## src/rtl/vliw_pkg.sv

```systemverilog
// Shared VLIW instruction RAM constants, loader state encoding and the
// instruction field layout used by both the program loader and the sequencer.
package vliw_pkg;

    localparam int VLIW_WIDTH      = 72;
    localparam int VLIW_ADDR_WIDTH = 9;
    localparam int VLIW_DEPTH      = 512;
    localparam int BEATS_PER_WORD  = 5;
    localparam int HOST_BEAT_WIDTH = 16;

    typedef enum logic [2:0] {
        ST_IDLE,
        ST_DRAIN,
        ST_ASSEMBLE,
        ST_WRITE,
        ST_FINISH
    } loaderState_e;

    // Instruction field layout, LSB first; the five fields tile all 72 bits.
    localparam int COEF_LSB          = 0;
    localparam int COEF_WIDTH        = 32;
    localparam int STATE_READ_LSB    = 32;
    localparam int STATE_READ_WIDTH  = 9;
    localparam int EXT_BITSTREAM_LSB = 41;
    localparam int EXT_BITSTREAM_WIDTH = 16;
    localparam int SIGMA_DELTA_LSB   = 57;
    localparam int SIGMA_DELTA_WIDTH = 8;
    localparam int LOGGING_LSB       = 65;
    localparam int LOGGING_WIDTH     = 7;

    function automatic int beatLsb(input int beat);
        return beat * HOST_BEAT_WIDTH;
    endfunction

endpackage

```

## src/rtl/vliw_word_assembler.sv

```systemverilog
// Collects 16-bit host beats into one 72-bit instruction word; the final beat
// supplies only its low byte and flags a pad error if its upper byte is non-zero.
module vliw_word_assembler
    import vliw_pkg::*;
#(
    parameter int NUM_BEATS = BEATS_PER_WORD
) (
    input  logic                       clock_200,
    input  logic                       reset,
    input  logic                       clear_i,
    input  logic                       beat_valid_i,
    input  logic [HOST_BEAT_WIDTH-1:0] beat_data_i,
    output logic [VLIW_WIDTH-1:0]      word_o,
    output logic                       word_complete_o,
    output logic                       pad_error_o
);

    localparam int LOW_W = (NUM_BEATS - 1) * HOST_BEAT_WIDTH;
    localparam int TOP_W = VLIW_WIDTH - LOW_W;
    localparam int CNT_W = $clog2(NUM_BEATS);

    logic [CNT_W-1:0] beatCount_q;
    logic [LOW_W-1:0] lowWord_q;
    logic             lastBeat;

    assign lastBeat = (beatCount_q == CNT_W'(NUM_BEATS - 1));

    always_ff @(posedge clock_200) begin
        if (reset || clear_i) begin
            beatCount_q <= '0;
            lowWord_q   <= '0;
        end else if (beat_valid_i) begin
            if (lastBeat) begin
                beatCount_q <= '0;
            end else begin
                beatCount_q <= beatCount_q + 1'b1;
                for (int k = 0; k < NUM_BEATS - 1; k++) begin
                    if (beatCount_q == CNT_W'(k)) begin
                        lowWord_q[beatLsb(k) +: HOST_BEAT_WIDTH] <= beat_data_i;
                    end
                end
            end
        end
    end

    // The last beat is not stored here; the loader registers the full word directly.
    assign word_o          = {beat_data_i[TOP_W-1:0], lowWord_q};
    assign word_complete_o = beat_valid_i && lastBeat;
    assign pad_error_o     = word_complete_o && (|beat_data_i[HOST_BEAT_WIDTH-1:TOP_W]);

endmodule

```

## src/rtl/vliw_program_loader.sv

```systemverilog
// Halts the slice sequencer, drains its pipeline and writes a host program into
// the VLIW instruction RAM. Optional checksum: define VLIW_LOADER_CHECKSUM_EN.
module vliw_program_loader
    import vliw_pkg::*;
#(
    parameter int DRAIN_CYCLES   = 6,
    parameter int BEATS_PER_WORD = vliw_pkg::BEATS_PER_WORD
) (
    input  logic                       clock_200,
    input  logic                       reset,
    input  logic                       host_run_request,
    input  logic                       load_start,
    input  logic [VLIW_ADDR_WIDTH-1:0] load_base_address,
    input  logic [VLIW_ADDR_WIDTH:0]   load_word_count,
    input  logic [HOST_BEAT_WIDTH-1:0] host_data,
    input  logic                       host_valid,
    output logic                       host_ready,
    output logic                       write_enable,
    output logic [VLIW_ADDR_WIDTH-1:0] write_address,
    output logic [VLIW_WIDTH-1:0]      write_data,
    output logic                       vliw_start,
    output logic                       loader_busy,
    output logic                       load_done,
    output logic                       load_error,
    output logic [HOST_BEAT_WIDTH-1:0] load_checksum
);

    localparam int DRAIN_W = $clog2(DRAIN_CYCLES + 1);
    localparam int END_W   = VLIW_ADDR_WIDTH + 2;

    loaderState_e               state_q;
    logic [DRAIN_W-1:0]         drainCount_q;
    logic [VLIW_ADDR_WIDTH-1:0] base_q;
    logic [VLIW_ADDR_WIDTH-1:0] index_q;
    logic [VLIW_ADDR_WIDTH:0]   count_q;
    logic                       hostReady_q;
    logic                       writeEnable_q;
    logic [VLIW_ADDR_WIDTH-1:0] writeAddress_q;
    logic [VLIW_WIDTH-1:0]      writeData_q;
    logic                       vliwStart_q;
    logic                       busy_q;
    logic                       done_q;
    logic                       error_q;

    logic [END_W-1:0]           loadEnd_d;
    logic                       requestBad;
    logic                       acceptStart;
    logic                       beatAccept;
    logic                       lastWord;
    logic [VLIW_WIDTH-1:0]      assembledWord;
    logic                       wordComplete;
    logic                       padError;

    // Widened sum so an oversized count can never wrap into a legal range.
    assign loadEnd_d   = END_W'(load_base_address) + END_W'(load_word_count);
    assign requestBad  = (load_word_count == '0) || (loadEnd_d > END_W'(VLIW_DEPTH));
    assign acceptStart = (state_q == ST_IDLE) && load_start && !requestBad;
    assign beatAccept  = host_valid && hostReady_q;
    assign lastWord    = ({1'b0, index_q} == (count_q - 1'b1));

    vliw_word_assembler #(
        .NUM_BEATS(BEATS_PER_WORD)
    ) u_assembler (
        .clock_200      (clock_200),
        .reset          (reset),
        .clear_i        (acceptStart),
        .beat_valid_i   (beatAccept),
        .beat_data_i    (host_data),
        .word_o         (assembledWord),
        .word_complete_o(wordComplete),
        .pad_error_o    (padError)
    );

    always_ff @(posedge clock_200) begin
        if (reset) begin
            state_q        <= ST_IDLE;
            drainCount_q   <= '0;
            base_q         <= '0;
            index_q        <= '0;
            count_q        <= '0;
            hostReady_q    <= 1'b0;
            writeEnable_q  <= 1'b0;
            writeAddress_q <= '0;
            writeData_q    <= '0;
            vliwStart_q    <= 1'b0;
            busy_q         <= 1'b0;
            done_q         <= 1'b0;
            error_q        <= 1'b0;
        end else begin
            writeEnable_q <= 1'b0;
            done_q        <= 1'b0;
            if (padError) begin
                error_q <= 1'b1;
            end
            case (state_q)
                ST_IDLE: begin
                    vliwStart_q <= host_run_request;
                    if (load_start) begin
                        if (requestBad) begin
                            error_q <= 1'b1;
                        end else begin
                            base_q       <= load_base_address;
                            count_q      <= load_word_count;
                            index_q      <= '0;
                            error_q      <= 1'b0;
                            vliwStart_q  <= 1'b0;
                            drainCount_q <= DRAIN_W'(DRAIN_CYCLES);
                            busy_q       <= 1'b1;
                            state_q      <= ST_DRAIN;
                        end
                    end
                end
                ST_DRAIN: begin
                    drainCount_q <= drainCount_q - 1'b1;
                    if (drainCount_q == DRAIN_W'(1)) begin
                        hostReady_q <= 1'b1;
                        state_q     <= ST_ASSEMBLE;
                    end
                end
                ST_ASSEMBLE: begin
                    if (wordComplete) begin
                        hostReady_q    <= 1'b0;
                        writeEnable_q  <= 1'b1;
                        writeAddress_q <= base_q + index_q;
                        writeData_q    <= assembledWord;
                        state_q        <= ST_WRITE;
                    end
                end
                ST_WRITE: begin
                    if (lastWord) begin
                        done_q  <= 1'b1;
                        state_q <= ST_FINISH;
                    end else begin
                        index_q     <= index_q + 1'b1;
                        hostReady_q <= 1'b1;
                        state_q     <= ST_ASSEMBLE;
                    end
                end
                ST_FINISH: begin
                    busy_q  <= 1'b0;
                    state_q <= ST_IDLE;
                end
                default: state_q <= ST_IDLE;
            endcase
        end
    end

`ifdef VLIW_LOADER_CHECKSUM_EN
    logic [HOST_BEAT_WIDTH-1:0] checksum_q;

    always_ff @(posedge clock_200) begin
        if (reset || acceptStart) begin
            checksum_q <= '0;
        end else if (beatAccept) begin
            checksum_q <= checksum_q + host_data;
        end
    end

    assign load_checksum = checksum_q;
`else
    assign load_checksum = '0;
`endif

    assign host_ready    = hostReady_q;
    assign write_enable  = writeEnable_q;
    assign write_address = writeAddress_q;
    assign write_data    = writeData_q;
    assign vliw_start    = vliwStart_q;
    assign loader_busy   = busy_q;
    assign load_done     = done_q;
    assign load_error    = error_q;

endmodule
```

## config.mk

```make
export PLATFORM = sky130hd
export DESIGN_NAME = vliw_program_loader
export DESIGN_NICKNAME = d
export VERILOG_FILES = /design/src/rtl/vliw_pkg.sv /design/src/rtl/vliw_word_assembler.sv /design/src/rtl/vliw_program_loader.sv
export SDC_FILE = /design/constraint.sdc
export NUM_CORES = 1
export LEC_CHECK = 0
export CAP_MARGIN = 25
export CELL_PAD_IN_SITES_DETAIL_PLACEMENT = 1
export CELL_PAD_IN_SITES_GLOBAL_PLACEMENT = 1
export CORE_MARGIN = 3
export CORE_UTILIZATION = 42
export DETAILED_ROUTE_END_ITERATION = 8
export GPL_ROUTABILITY_DRIVEN = 0
export GPL_TIMING_DRIVEN = 0
export PLACE_DENSITY_LB_ADDON = 0.1
export SLEW_MARGIN = 10
export SYNTH_ARGS = -nofsm -noshare
export SYNTH_HDL_FRONTEND = slang
export SYNTH_HIERARCHICAL = 1
export SYNTH_SLANG_ARGS = --single-unit
```

## constraint.sdc

```tcl
create_clock -name clock_200 -period 5.6 [get_ports clock_200]
set_clock_uncertainty 0.05 [all_clocks]
set_input_delay 0.56 -clock clock_200 [delete_from_list [all_inputs] [get_ports clock_200]]
set_output_delay 0.56 -clock clock_200 [all_outputs]
set_load 0.005 [all_outputs]
```

==> results.py <==
metrics = {
    "clock_network": {
        "htree_levels": 4,
        "cts_root_buffer": "clkbuf_16",
        "clk_latency_ns": 0.44,
        "ctsHoldBuffers": 0,
        "clk_path_buf_depth": 2,
        "post_cts_buffers": 0,
        "cts_buffers": 17,
        "cts_tree": "yes",
        "path_clk_slew_ns": 0.07,
        "cts_sinks": 188,
        "cts_resized": 0,
    },
    "yosys": {
        "syn_avg_cell_area_sq_um": 8.31,
        "synth.mux.area_fraction": 0.0317,
        "synth_top_cell_by_area": "dfxtp_1",
        "async_reset_ff_frac": 0,
        "synth_cell_types": 61,
        "synth_adder_area_share": 0.0441,
        "synthSimpleGateAreaFrac": 0.214,
        "synth-seq-cells": 188,
        "yosys.area.top_type_share": 0.454,
        "synth_seq_area_share": 0.454,
        "syn_inst": 997,
        "ys_top_cells_by_area": "dfxtp_1 (45%), nand2_1 (9.0%), a21oi_1 (7.3%), nand3_1 (5.1%), o21ai_0 (4.0%)",
        "synthesis.area_sq_um": 8290,
        "synth_top_family_by_area": "simple AND/OR/NAND/NOR gates",
        "synth_compound_area_frac": 0.166,
        "synth_edf_count": 0,
        "yosys_warnings": 6,
        "synth_xor_xnor_area_share": 0.0211,
        "synthFlopType": "dfxtp_1",
    },
    "route": {
        "wl_per_cell_um": 18.2,
        "vias_per_cell": 5.30,
        "post-route-drc-count": 0,
        "drt_iter0_drc": 348,
        "vias": 7579,
        "drtAntennaViolNets": 0,
        "wl_mm": 26.1,
        "dr.pass1.iters": 4,
    },
    "power": {
        "intPower_uw": 2120,
        "p_seq_frac": 0.470,
        "p_sw_frac": 0.275,
        "switchingPower_uw": 802,
        "p_per_area_nw_per_um2": 278,
        "p_leak_uw": 0.00388,
        "pwr-share-comb": 0.117,
        "clkPwrFrac": 0.413,
        "irDropWorstVdd_mv": 0.219,
        "total_power_uw": 2920,
    },
    "worst_setup_path": {
        "endpoint_kind": "flip-flop",
        "arrival_ns": 4.79,
        "critical_path.max_fanout": 11,
        "crit_required_ns": 5.85,
        "worst-setup-path-type": "in2reg",
        "critPathLaunchType": "input pin",
    },
    "place": {
        "dp.cells": 1398,
        "place_ws_ns": 0.656,
        "dpl.hpwl_mm": 19.8,
        "io_buffer_count": 126,
    },
    "global_route": {
        "grt_max_degree": 19,
        "globalRouteOverflowTotal": 0,
        "track_usage": 0.243,
        "grt_pass1_wl_mm": 41.2,
        "grt_pass1_vias": 7645,
        "antenna_found_initial": 0,
    },
    "layout": {
        "final_common_cell": "nand2_1",
        "final_util": 0.553,
        "final_cells": 1430,
        "layout_common_cells": "nand2_1 (198), dfxtp_1 (188), clkdlybuf4s50_1 (126)",
        "layout-drive-gt1-share": 0.0795,
        "nNetsFinal": 1225,
        "diodes": 0,
        "synthToLayoutAreaGrowth_pct": 26.9,
    },
    "die": {
        "fp.dieH_um": 146,
        "die_w_um": 146,
        "core_sq_um": 19000,
        "start_util": 0.436,
        "dieArea_sq_um": 21500,
        "rows": 50,
        "ioPinCount": 143,
    },
    "hold_path": {
        "hp-class": "reg2reg",
    },
    "timing": {
        "clock.fmax_mhz": 221,
        "rsz0062_at_grt": "no",
        "slew_viol_final": 0,
        "fin_ws_ns": 1.07,
        "fin_tns_setup_ns": 0,
        "post-route-min-period_ns": 4.53,
        "period_share": 0.810,
        "setup_viol": 0,
        "worstMarginPinSlew_ns": 0.932,
        "hold_viol": 0,
        "relSlewSlack": 0.373,
    },
    "status": {
        "status": "finished, final reports clean",
    },
    "job": {
        "maxCapViolations": 0,
    },
}
-- cell usage after synthesis, types with 2 or more instances --
library cell / count
nor2_1: 20
fa_1: 2
a211oi_1: 5
o32ai_2: 2
nor4_1: 14
and3_1: 7
o21a_1: 2
buf_1: 3
buf_4: 32
nand3b_1: 6
or4_1: 2
nor2b_1: 3
nor3_1: 8
nand2b_1: 9
mux2i_1: 24
mux2_2: 2
clkbuf_1: 40
nand3_1: 84
nand2_1: 198
a21o_1: 6
dfxtp_1: 188
xnor2_1: 14
o41ai_2: 2
o21bai_1: 3
xor2_1: 6
o31a_1: 2
o21ai_1: 15
ha_1: 26
or3_1: 6
a211o_1: 2
a31oi_1: 5
nand4_1: 3
o21ai_0: 67
or2_2: 3
a21oi_1: 121
and2_1: 6
o211ai_1: 3
buf_2: 10
inv_1: 24
-- registers in the layout, indices dropped and copies added, names as in the netlist --
signal / cells
write_data: 72
index_q: 9
u_assembler/beatCount_q: 3
write_enable: 1
base_q: 9
host_ready: 1
vliw_start: 1
write_address: 9
loader_busy: 1
load_done: 1
load_error: 1
state_q: 3
u_assembler/lowWord_q: 64
count_q: 10
drainCount_q: 3
-- cell families after synthesis --
logic type                 Yosys count
xor gates and xnor gates            20
AOI/OAI and AO/OA                  242
muxes                               26
and+or+nand+nor                    380
adders and majority gates           28
DFF                                188
buffers and inverters              112
other                                1
-- layout make-up --
cell class / instances / area [sq um]
fillers: 2339 / 8500
multi-input cells: 712 / 4010
flip-flops and latches: 188 / 3760
repair buffers: 126 / 1260
plain buffers: 88 / 483
clock buffers: 18 / 429
well taps: 260 / 325
clock inverters: 14 / 154
inverters: 24 / 90.1
-- worst paths after layout --
check	cells after the start	slack (ns)	to	startpoint
max	15	1.07	u_assembler/lowWord_q[6]$_SDFFE_PP0P_	load_word_count[0]
min	2	0.40	write_data[52]$_SDFFE_PP0P_	u_assembler/lowWord_q[52]$_SDFFE_PP0P_
max reg2reg	10	2.46	index_q[6]$_SDFFE_PP0P_	count_q[0]$_SDFFE_PP0P_
min reg2reg	2	0.40	write_data[52]$_SDFFE_PP0P_	u_assembler/lowWord_q[52]$_SDFFE_PP0P_
-- routing by layer --
| layer | track usage | vias up | routed length [um] |
|---|---|---|---|
| met5 | 0 | - | 0 |
| met4 | 0.0945 | 0 | 708 |
| met3 | 0.0447 | 43 | 1040 |
| met2 | 0.409 | 146 | 12800 |
| met1 | 0.309 | 3662 | 11500 |
| li1 | - | 3728 | - |
-- worst max-delay path, cell delays in order --
cell and delay [ns]:
clkdlybuf4s50_1 0.52, ha_1 0.18, inv_1 0.06, fa_1 0.41, xnor2_1 0.14, a31oi_1 0.15
o2111ai_1 0.16, or4b_1 0.60, o41a_1 0.61, nor2_1 0.30, buf_4 0.28, nor2_4 0.10
buf_2 0.22, nand2_1 0.32, o21ai_0 0.16
-- power by group through the flow --
stage	Clock [uW]	Combinational, uW	Sequential [uW]
floorplan	0	216	1400
global placement	0	332	1400
detailed placement	0	339	1400
CTS	1230	341	1370
global route	1280	376	1380
finish	1210	341	1370
-- stage by stage --
step,hold slack [ns],instance area [sq um]
global placement,0.390,9930
floorplan,0.382,8350
finish,0.401,10500
detailed placement,0.396,9930
CTS,0.406,10500
global route,0.426,10500
(Power assumes the default switching activity.)
